<file path="src/rtl/movement_pkg.sv">
// Shared types for the movement front end: command codes, FSM states and
// the button priority encoder.
package movement_pkg;

  typedef enum logic [2:0] {
    CMD_NONE,
    CMD_FWD,
    CMD_BWD,
    CMD_LEFT,
    CMD_RIGHT
  } cmd_t;

  typedef enum logic [1:0] {
    IDLE,
    DELAY,
    REPEAT
  } in_state_t;

  // Fixed priority among debounced buttons: fwd > bwd > left > right.
  function automatic cmd_t pick_cmd(input logic f, input logic b,
                                    input logic l, input logic r);
    cmd_t c;
    c = CMD_NONE;
    if (f)      c = CMD_FWD;
    else if (b) c = CMD_BWD;
    else if (l) c = CMD_LEFT;
    else if (r) c = CMD_RIGHT;
    return c;
  endfunction

endpackage

</file>
<file path="src/rtl/movement_input_ctrl_if.sv">
// Button/enable inputs and command strobe outputs of movement_input_ctrl.
// The master side drives the buttons and consumes the strobes; the slave
// side is the controller itself.
interface movement_input_ctrl_if;
  logic btn_fwd_in;
  logic btn_bwd_in;
  logic btn_left_in;
  logic btn_right_in;
  logic enable_in;
  logic fwd_pulse;
  logic bwd_pulse;
  logic leftRot_pulse;
  logic rightRot_pulse;
  logic is_pulse;
  logic repeat_active;

  modport master (
    output btn_fwd_in, btn_bwd_in, btn_left_in, btn_right_in, enable_in,
    input  fwd_pulse, bwd_pulse, leftRot_pulse, rightRot_pulse,
           is_pulse, repeat_active
  );

  modport slave (
    input  btn_fwd_in, btn_bwd_in, btn_left_in, btn_right_in, enable_in,
    output fwd_pulse, bwd_pulse, leftRot_pulse, rightRot_pulse,
           is_pulse, repeat_active
  );
endinterface

</file>
<file path="src/rtl/button_debouncer.sv">
// Two-flop synchronizer followed by a disagreement counter. The stable
// state flips only after the synchronized input has differed from it for
// DEBOUNCE_CYCLES consecutive cycles; any agreement restarts the count.
module button_debouncer #(
  parameter int DEBOUNCE_CYCLES = 500000
) (
  input  logic clk_in,
  input  logic rst_in,
  input  logic btn_in,
  output logic stable_out
);

  localparam int CNT_W = $clog2(DEBOUNCE_CYCLES + 1);
  localparam logic [CNT_W-1:0] CNT_LAST = CNT_W'(DEBOUNCE_CYCLES - 1);

  logic             r_sync_p0;
  logic             r_sync_p1;
  logic [CNT_W-1:0] r_cnt;
  logic             r_stable;

  // Bring the asynchronous button into the clock domain.
  always_ff @(posedge clk_in or negedge rst_in) begin
    if (!rst_in) begin
      r_sync_p0 <= 1'b0;
      r_sync_p1 <= 1'b0;
    end else begin
      r_sync_p0 <= btn_in;
      r_sync_p1 <= r_sync_p0;
    end
  end

  // Count consecutive disagreement; flip the stable state on the last one.
  always_ff @(posedge clk_in or negedge rst_in) begin
    if (!rst_in) begin
      r_cnt    <= '0;
      r_stable <= 1'b0;
    end else if (r_sync_p1 != r_stable) begin
      if (r_cnt == CNT_LAST) begin
        r_stable <= r_sync_p1;
        r_cnt    <= '0;
      end else begin
        r_cnt <= r_cnt + CNT_W'(1);
      end
    end else begin
      r_cnt <= '0;
    end
  end

  assign stable_out = r_stable;

endmodule

</file>
<file path="src/rtl/movement_input_ctrl.sv">
// Navigation button front end: debounces four buttons, picks one by
// priority, and emits single-cycle command strobes with hold-to-repeat.
// A gap counter keeps consecutive strobes at least MIN_GAP_CYCLES apart so
// the downstream multi-cycle update finishes before the next command.
module movement_input_ctrl
  import movement_pkg::*;
#(
  parameter int DEBOUNCE_CYCLES      = 500000,
  parameter int REPEAT_DELAY_CYCLES  = 25000000,
  parameter int REPEAT_PERIOD_CYCLES = 10000000,
  parameter int MIN_GAP_CYCLES       = 8
) (
  input  logic                  clk_in,
  input  logic                  rst_in,
  movement_input_ctrl_if.slave  bus
);

  localparam int TMR_W = $clog2((REPEAT_DELAY_CYCLES > REPEAT_PERIOD_CYCLES) ?
                                REPEAT_DELAY_CYCLES : REPEAT_PERIOD_CYCLES);
  localparam int GAP_W = $clog2(MIN_GAP_CYCLES);
  localparam logic [TMR_W-1:0] TMR_DELAY_LD  = TMR_W'(REPEAT_DELAY_CYCLES - 1);
  localparam logic [TMR_W-1:0] TMR_PERIOD_LD = TMR_W'(REPEAT_PERIOD_CYCLES - 1);
  localparam logic [GAP_W-1:0] GAP_LD        = GAP_W'(MIN_GAP_CYCLES - 1);

  logic w_deb_fwd, w_deb_bwd, w_deb_left, w_deb_right;
  logic w_any, w_held, w_gap_ok, w_fire;
  cmd_t w_pick, w_fire_cmd, w_cmd_nxt;
  in_state_t w_state_nxt;
  logic [TMR_W-1:0] w_tmr_nxt;

  in_state_t        r_state;
  cmd_t             r_cmd;
  logic [TMR_W-1:0] r_tmr;
  logic [GAP_W-1:0] r_gap;
  logic r_fwd_pulse, r_bwd_pulse, r_left_pulse, r_right_pulse, r_is_pulse;

  button_debouncer #(.DEBOUNCE_CYCLES(DEBOUNCE_CYCLES)) u_deb_fwd (
    .clk_in(clk_in), .rst_in(rst_in), .btn_in(bus.btn_fwd_in), .stable_out(w_deb_fwd));
  button_debouncer #(.DEBOUNCE_CYCLES(DEBOUNCE_CYCLES)) u_deb_bwd (
    .clk_in(clk_in), .rst_in(rst_in), .btn_in(bus.btn_bwd_in), .stable_out(w_deb_bwd));
  button_debouncer #(.DEBOUNCE_CYCLES(DEBOUNCE_CYCLES)) u_deb_left (
    .clk_in(clk_in), .rst_in(rst_in), .btn_in(bus.btn_left_in), .stable_out(w_deb_left));
  button_debouncer #(.DEBOUNCE_CYCLES(DEBOUNCE_CYCLES)) u_deb_right (
    .clk_in(clk_in), .rst_in(rst_in), .btn_in(bus.btn_right_in), .stable_out(w_deb_right));

  assign w_any    = w_deb_fwd | w_deb_bwd | w_deb_left | w_deb_right;
  assign w_pick   = pick_cmd(w_deb_fwd, w_deb_bwd, w_deb_left, w_deb_right);
  assign w_gap_ok = (r_gap == '0);

  // Debounced level of whichever button the current hold is tracking.
  always_comb begin
    w_held = 1'b0;
    case (r_cmd)
      CMD_FWD:   w_held = w_deb_fwd;
      CMD_BWD:   w_held = w_deb_bwd;
      CMD_LEFT:  w_held = w_deb_left;
      CMD_RIGHT: w_held = w_deb_right;
      default:   w_held = 1'b0;
    endcase
  end

  // Next state, latched command, repeat timer and strobe request.
  always_comb begin
    w_state_nxt = r_state;
    w_cmd_nxt   = r_cmd;
    w_tmr_nxt   = r_tmr;
    w_fire      = 1'b0;
    w_fire_cmd  = CMD_NONE;
    if (!bus.enable_in) begin
      w_state_nxt = IDLE;
      w_cmd_nxt   = CMD_NONE;
    end else begin
      case (r_state)
        IDLE: begin
          if (w_any && w_gap_ok) begin
            w_fire      = 1'b1;
            w_fire_cmd  = w_pick;
            w_cmd_nxt   = w_pick;
            w_tmr_nxt   = TMR_DELAY_LD;
            w_state_nxt = DELAY;
          end
        end
        DELAY, REPEAT: begin
          // Release is checked before the timer so a let-go never repeats.
          if (!w_held) begin
            w_state_nxt = IDLE;
            w_cmd_nxt   = CMD_NONE;
          end else if (r_tmr != '0) begin
            w_tmr_nxt = r_tmr - TMR_W'(1);
          end else if (w_gap_ok) begin
            w_fire      = 1'b1;
            w_fire_cmd  = r_cmd;
            w_tmr_nxt   = TMR_PERIOD_LD;
            w_state_nxt = REPEAT;
          end
        end
        default: begin
          w_state_nxt = IDLE;
          w_cmd_nxt   = CMD_NONE;
        end
      endcase
    end
  end

  // FSM state, latched command and repeat timer.
  always_ff @(posedge clk_in or negedge rst_in) begin
    if (!rst_in) begin
      r_state <= IDLE;
      r_cmd   <= CMD_NONE;
      r_tmr   <= '0;
    end else begin
      r_state <= w_state_nxt;
      r_cmd   <= w_cmd_nxt;
      r_tmr   <= w_tmr_nxt;
    end
  end

  // Minimum spacing: reload on every strobe, count down and park at zero.
  always_ff @(posedge clk_in or negedge rst_in) begin
    if (!rst_in) begin
      r_gap <= '0;
    end else if (w_fire) begin
      r_gap <= GAP_LD;
    end else if (r_gap != '0) begin
      r_gap <= r_gap - GAP_W'(1);
    end
  end

  // Registered one-cycle strobes.
  always_ff @(posedge clk_in or negedge rst_in) begin
    if (!rst_in) begin
      r_fwd_pulse   <= 1'b0;
      r_bwd_pulse   <= 1'b0;
      r_left_pulse  <= 1'b0;
      r_right_pulse <= 1'b0;
      r_is_pulse    <= 1'b0;
    end else begin
      r_fwd_pulse   <= w_fire && (w_fire_cmd == CMD_FWD);
      r_bwd_pulse   <= w_fire && (w_fire_cmd == CMD_BWD);
      r_left_pulse  <= w_fire && (w_fire_cmd == CMD_LEFT);
      r_right_pulse <= w_fire && (w_fire_cmd == CMD_RIGHT);
      r_is_pulse    <= w_fire;
    end
  end

  assign bus.fwd_pulse      = r_fwd_pulse;
  assign bus.bwd_pulse      = r_bwd_pulse;
  assign bus.leftRot_pulse  = r_left_pulse;
  assign bus.rightRot_pulse = r_right_pulse;
  assign bus.is_pulse       = r_is_pulse;
  assign bus.repeat_active  = (r_state == REPEAT);

endmodule

</file>
<file path="src/flat_wrapper.sv">
// flat-port wrapper written by rule: the top's interface ports become plain ports
module movement_input_ctrl_flat import movement_pkg::*;
#(
  parameter int DEBOUNCE_CYCLES      = 500000,
  parameter int REPEAT_DELAY_CYCLES  = 25000000,
  parameter int REPEAT_PERIOD_CYCLES = 10000000,
  parameter int MIN_GAP_CYCLES       = 8
)
  (clk_in, rst_in, bus_btn_fwd_in, bus_btn_bwd_in, bus_btn_left_in, bus_btn_right_in, bus_enable_in, bus_fwd_pulse, bus_bwd_pulse, bus_leftRot_pulse, bus_rightRot_pulse, bus_is_pulse, bus_repeat_active);
  movement_input_ctrl_if bus_i ();
  input  logic clk_in;
  input  logic rst_in;
  input wire logic [$bits(bus_i.btn_fwd_in)-1:0] bus_btn_fwd_in;
  input wire logic [$bits(bus_i.btn_bwd_in)-1:0] bus_btn_bwd_in;
  input wire logic [$bits(bus_i.btn_left_in)-1:0] bus_btn_left_in;
  input wire logic [$bits(bus_i.btn_right_in)-1:0] bus_btn_right_in;
  input wire logic [$bits(bus_i.enable_in)-1:0] bus_enable_in;
  output wire logic [$bits(bus_i.fwd_pulse)-1:0] bus_fwd_pulse;
  output wire logic [$bits(bus_i.bwd_pulse)-1:0] bus_bwd_pulse;
  output wire logic [$bits(bus_i.leftRot_pulse)-1:0] bus_leftRot_pulse;
  output wire logic [$bits(bus_i.rightRot_pulse)-1:0] bus_rightRot_pulse;
  output wire logic [$bits(bus_i.is_pulse)-1:0] bus_is_pulse;
  output wire logic [$bits(bus_i.repeat_active)-1:0] bus_repeat_active;
  assign bus_i.btn_fwd_in = bus_btn_fwd_in;
  assign bus_i.btn_bwd_in = bus_btn_bwd_in;
  assign bus_i.btn_left_in = bus_btn_left_in;
  assign bus_i.btn_right_in = bus_btn_right_in;
  assign bus_i.enable_in = bus_enable_in;
  assign bus_fwd_pulse = bus_i.fwd_pulse;
  assign bus_bwd_pulse = bus_i.bwd_pulse;
  assign bus_leftRot_pulse = bus_i.leftRot_pulse;
  assign bus_rightRot_pulse = bus_i.rightRot_pulse;
  assign bus_is_pulse = bus_i.is_pulse;
  assign bus_repeat_active = bus_i.repeat_active;
  movement_input_ctrl #(.DEBOUNCE_CYCLES(DEBOUNCE_CYCLES), .REPEAT_DELAY_CYCLES(REPEAT_DELAY_CYCLES), .REPEAT_PERIOD_CYCLES(REPEAT_PERIOD_CYCLES), .MIN_GAP_CYCLES(MIN_GAP_CYCLES)) u_core (.clk_in(clk_in), .rst_in(rst_in), .bus(bus_i));
endmodule
</file>
<file path="config.mk">
export PLATFORM = sky130hd
export DESIGN_NAME = movement_input_ctrl_flat
export DESIGN_NICKNAME = d
export VERILOG_FILES = /design/src/rtl/movement_pkg.sv /design/src/rtl/movement_input_ctrl_if.sv /design/src/rtl/button_debouncer.sv /design/src/rtl/movement_input_ctrl.sv /design/src/flat_wrapper.sv
export SDC_FILE = /design/constraint.sdc
export NUM_CORES = 1
export LEC_CHECK = 0
export CORE_MARGIN = 5
export CORE_UTILIZATION = 60
export DETAILED_ROUTE_END_ITERATION = 8
export PLACE_DENSITY = 0.85
export SYNTH_ARGS = -nofsm -noshare
export SYNTH_HDL_FRONTEND = slang
export SYNTH_SLANG_ARGS = --single-unit
export TNS_END_PERCENT = 50
</file>
<file path="constraint.sdc">
create_clock -name clk_in -period 5.3 [get_ports clk_in]
set_clock_uncertainty 0.1 [all_clocks]
set_input_delay 0.795 -clock clk_in [delete_from_list [all_inputs] [get_ports clk_in]]
set_output_delay 0.795 -clock clk_in [all_outputs]
set_load 0.02 [all_outputs]
</file>
==> impl_metrics.prom <==
# TYPE chip_impl_metric gauge
chip_impl_info{name="run_status",value="finished, final reports clean"} 1
chip_impl_metric{name="adder_cell_share_of_the_synthesized_area",unit=""} 0.0236
chip_impl_metric{name="area_after_dpl",unit="um^2"} 6560
chip_impl_metric{name="ff_latch_area",unit="um^2"} 3150
chip_impl_metric{name="numClockSinks",unit=""} 126
chip_impl_metric{name="synth_compound_area_frac",unit=""} 0.0962
chip_impl_metric{name="synth_async_sr_flop_share",unit=""} 1.00
chip_impl_metric{name="drcViolationCount",unit=""} 0
chip_impl_metric{name="area_of_the_multi_input_gates",unit="um^2"} 3020
chip_impl_metric{name="final_antenna_net_count",unit=""} 0
chip_impl_metric{name="mean_instance_size_in_the_synthesized_netlist",unit="um^2"} 9.55
chip_impl_metric{name="worst_slew_pin_slew",unit="ns"} 0.948
chip_impl_metric{name="cp_max_fo",unit=""} 22
chip_impl_metric{name="synth_fp_nets",unit=""} 685
chip_impl_metric{name="globalRoute.totalOverflow",unit=""} 0
chip_impl_metric{name="post_drt_via_cell_ratio",unit=""} 6.00
chip_impl_info{name="mostFrequentLayoutCells",value="dfrtp_1, nor2_1, nand2_1"} 1
chip_impl_info{name="cts.root.buffer_cell",value="clkbuf_8"} 1
chip_impl_info{name="cp_slowest_cell",value="ha_1"} 1
chip_impl_metric{name="starting_density_of_the_core",unit=""} 0.616
chip_impl_metric{name="cp_data_required_time",unit="ns"} 5.56
chip_impl_metric{name="routed_wl",unit="mm"} 12.6
chip_impl_metric{name="die_area",unit="um^2"} 12800
chip_impl_metric{name="drt_pre_antenna_iters",unit=""} 5
chip_impl_metric{name="synthesis.instances",unit=""} 666
chip_impl_info{name="start_kind",value="flip-flop"} 1
chip_impl_metric{name="chipWidth",unit="um"} 113
chip_impl_metric{name="groute.usage.overall",unit=""} 0.212
chip_impl_metric{name="cts_inserted_buffers",unit=""} 17
chip_impl_metric{name="placeableCoreArea",unit="um^2"} 10300
chip_impl_metric{name="layout_worst_path_cycle_share",unit=""} 0.656
chip_impl_metric{name="routed_wire_length_per_instance",unit="um"} 15.3
chip_impl_metric{name="finalSetupTns",unit="ns"} 0
chip_impl_info{name="tritoncts_clock_tree",value="yes"} 1
chip_impl_metric{name="routabilityCongestion",unit=""} 0.891
chip_impl_info{name="dominant_synthesized_flop_cell",value="dfrtp_1"} 1
chip_impl_metric{name="regToRegSetupSlack",unit="ns"} 1.83
chip_impl_metric{name="place_hpwl",unit="mm"} 8.24
chip_impl_metric{name="vias_in_the_first_global_route",unit=""} 4873
chip_impl_metric{name="grt_first_pass_wirelength",unit="mm"} 22.2
chip_impl_metric{name="ys_seq_area_frac",unit=""} 0.496
chip_impl_metric{name="syn2layout_area_growth",unit="%"} 12.3
chip_impl_info{name="grt_setup_unrepaired",value="no"} 1
chip_impl_metric{name="pin_count_of_the_biggest_net_entering_global_routing",unit=""} 80
chip_impl_info{name="crit_path_end_kind",value="flip-flop"} 1
chip_impl_metric{name="placement.io_buffers",unit=""} 12
chip_impl_info{name="cp_cell_sequence",value="inv_1 > ha_1 > o221ai_1 > o22ai_1 > buf_4 > and2_1 > a41oi_1"} 1
chip_impl_metric{name="timing_max_transition_violations_final",unit=""} 0
chip_impl_metric{name="clkSlewWorstSetupHoldPaths",unit="ns"} 0.06
chip_impl_metric{name="synth_simple_gate_area_frac",unit=""} 0.248
chip_impl_metric{name="cts.path.max_buffers",unit=""} 2
chip_impl_metric{name="yosysUniqueCellTypes",unit=""} 54
chip_impl_metric{name="holdBufCountCts",unit=""} 0
chip_impl_metric{name="final-setup-viol-count",unit=""} 0
chip_impl_metric{name="n_fill_cell",unit=""} 740
chip_impl_info{name="global_route.peak_usage_layer",value="met2"} 1
chip_impl_metric{name="synth-warning-count",unit=""} 0
chip_impl_metric{name="use_met2",unit=""} 0.340
chip_impl_metric{name="hold_viol_final",unit=""} 0
chip_impl_metric{name="grt_util_met1",unit=""} 0.271
chip_impl_metric{name="ir_worst_vdd",unit="V"} 0.000306
chip_impl_metric{name="postCtsResizedCells",unit=""} 0
chip_impl_metric{name="grt_util_met3",unit=""} 0.0594
chip_impl_metric{name="ioPinCount",unit=""} 13
chip_impl_metric{name="static-leakage-power",unit="nW"} 2.95
chip_impl_metric{name="post_layout_nonfiller_instances",unit=""} 825
chip_impl_info{name="most_common_cell_after_layout_fill_and_taps_aside",value="dfrtp_1"} 1
chip_impl_metric{name="drv_cap",unit=""} 0
chip_impl_metric{name="antenna_diode_count",unit=""} 0
chip_impl_metric{name="post-cts-setup-buffer-count",unit=""} 0
chip_impl_metric{name="synth-edff-count",unit=""} 0
chip_impl_metric{name="synth.area.mux_share",unit=""} 0.0100
chip_impl_metric{name="clk-insertion-delay-late",unit="ns"} 0.53
chip_impl_info{name="worstSetupPathType",value="flip-flop to flip-flop"} 1
chip_impl_metric{name="placement_rows",unit=""} 37
chip_impl_metric{name="nets",unit=""} 697
chip_impl_metric{name="cp_data_arrival_time",unit="ns"} 3.74
chip_impl_metric{name="htreeDepth",unit=""} 4
chip_impl_metric{name="die_h",unit="um"} 113
chip_impl_metric{name="cellPowerDensity",unit="nW/um^2"} 342
chip_impl_metric{name="dr_total_vias",unit=""} 4947
chip_impl_metric{name="post_layout_min_period",unit="ns"} 3.47
chip_impl_metric{name="finalInstanceArea",unit="um^2"} 7140
chip_impl_metric{name="synth_xor_area_frac",unit=""} 0.0964
chip_impl_metric{name="max_freq",unit="MHz"} 288
chip_impl_metric{name="placedCellCount",unit=""} 795
chip_impl_metric{name="final_layout_size_suffix_gt1_frac",unit=""} 0.0668
chip_impl_metric{name="antenna_found_initial",unit=""} 0
chip_impl_metric{name="max-slew-margin-rel",unit=""} 0.368
chip_impl_metric{name="netlist_area",unit="um^2"} 6360
chip_impl_metric{name="dr.first_iter.drc_count",unit=""} 411
chip_impl_info{name="dominant_combinational_cell_family_by_area_after_synthesis",value="simple AND/OR/NAND/NOR gates"} 1
chip_impl_metric{name="synth.ff_latch_count",unit=""} 126
chip_impl_metric{name="cp_slowest_stage_delay",unit="ns"} 0.72
chip_impl_info{name="hold_class",value="flip-flop to flip-flop"} 1
routing by layer:
metal | vias up | part of all wire
met5 | - | 0
met2 | 172 | 0.48
met1 | 2385 | 0.44
li1 | 2365 | -
met3 | 25 | 0.063
met4 | 0 | 0.017
through the flow:
| stage | hold WS (ns) | utilization | worst slack, ns | total power [mW] |
|---|---|---|---|---|
| floorplan | 0.231 | - | 2.54 | 1.24 |
| global placement | 0.237 | 0.635 | 2.07 | 1.29 |
| detailed placement | 0.236 | 0.635 | 1.96 | 1.31 |
| CTS | 0.249 | 0.692 | 1.94 | 2.46 |
| global route | 0.263 | 0.692 | 1.65 | 2.55 |
| finish | 0.247 | 0.692 | 1.83 | 2.44 |
synthesized netlist by cell type (2+ instances only):
cell / n / share of area
dfrtp_1: 126 / 0.50
nor2_1: 104 / 0.061
nand2_1: 57 / 0.034
nand3_1: 46 / 0.036
xnor2_1: 36 / 0.050
xor2_1: 34 / 0.047
a21oi_1: 22 / 0.017
inv_1: 22 / 0.013
nor3_1: 21 / 0.017
nor4_1: 19 / 0.019
o21ai_0: 17 / 0.013
clkbuf_1: 13 / 0.0077
ha_1: 12 / 0.024
nand4_1: 12 / 0.012
a22o_1: 11 / 0.015
a31oi_1: 10 / 0.0098
or3_1: 9 / 0.0089
o31ai_1: 8 / 0.0094
and3_1: 6 / 0.0059
and4_1: 6 / 0.0083
nand3b_1: 6 / 0.0071
nor2b_1: 6 / 0.0059
or2_2: 6 / 0.0059
and2_1: 4 / 0.0039
nor4b_1: 4 / 0.0055
o41ai_1: 4 / 0.0055
a21boi_0: 3 / 0.0035
buf_1: 3 / 0.0018
buf_6: 3 / 0.0053
mux2_2: 3 / 0.0053
mux2i_1: 3 / 0.0047
nand2b_1: 3 / 0.0030
or4_1: 3 / 0.0035
buf_2: 2 / 0.0016
nor4bb_1: 2 / 0.0031
o2111ai_1: 2 / 0.0028
sequential cells by signal, summed over array words and instances, names as in the netlist, 2 cells and up:
| name | count |
|---|---|
| u_core.r_state | 2 |
| u_core.r_cmd | 3 |
| u_core.u_deb_left.r_cnt | 19 |
| u_core.r_gap | 3 |
| u_core.u_deb_fwd.r_cnt | 19 |
| u_core.u_deb_right.r_cnt | 19 |
| u_core.u_deb_bwd.r_cnt | 19 |
| u_core.r_tmr | 25 |
power by group:
| part | switching [mW] | internal, mW |
|---|---|---|
| logic | 0.108 | 0.0793 |
| clock network | 0.412 | 0.733 |
| registers | 0.0811 | 1.03 |
critical path: cells and delay by family, from the launching register on:
kind | cells | cell delay, ns
simple gates | 1 | 0.65
buf+inv | 2 | 0.36
fa+ha+maj | 1 | 0.72
compound gates | 3 | 1.08
flops | 1 | 0.38
path summary, 6_finish.rpt:
check | start | to | depth (start not counted)
worst max-delay path | u_core.r_state[1]$_DFFE_PN0P_ | u_core.r_tmr[19]$_DFFE_PN0P_ | 7
worst min-delay path | u_core.u_deb_left.r_sync_p0$_DFF_PN0_ | u_core.u_deb_left.r_sync_p1$_DFF_PN0_ | 0
worst max register to register | u_core.r_state[1]$_DFFE_PN0P_ | u_core.r_tmr[19]$_DFFE_PN0P_ | 7
worst min register to register | u_core.u_deb_left.r_sync_p0$_DFF_PN0_ | u_core.u_deb_left.r_sync_p1$_DFF_PN0_ | 0
max in group asynchronous | rst_in | u_core.u_deb_fwd.r_cnt[7]$_DFF_PN0_ | 2
min in group asynchronous | rst_in | u_core.u_deb_bwd.r_cnt[11]$_DFF_PN0_ | 1
cell type report:
| type | instances | share of cell area |
|---|---|---|
| repair buffers | 14 | 0.0186 |
| well taps | 136 | 0.0238 |
| inverters | 22 | 0.0116 |
| flip-flops and latches | 126 | 0.442 |
| multi-input cells | 497 | 0.423 |
| clock inverters | 11 | 0.0198 |
| clock buffers | 19 | 0.0619 |
cells by family after synthesis:
kind of cell	count (synthesis)
simple gates	320
compound gates	89
buf+inv	43
mux	6
fa+ha+maj	12
flops	126
xor+xnor	70
No activity file was read; power rests on OpenSTA's default activity.
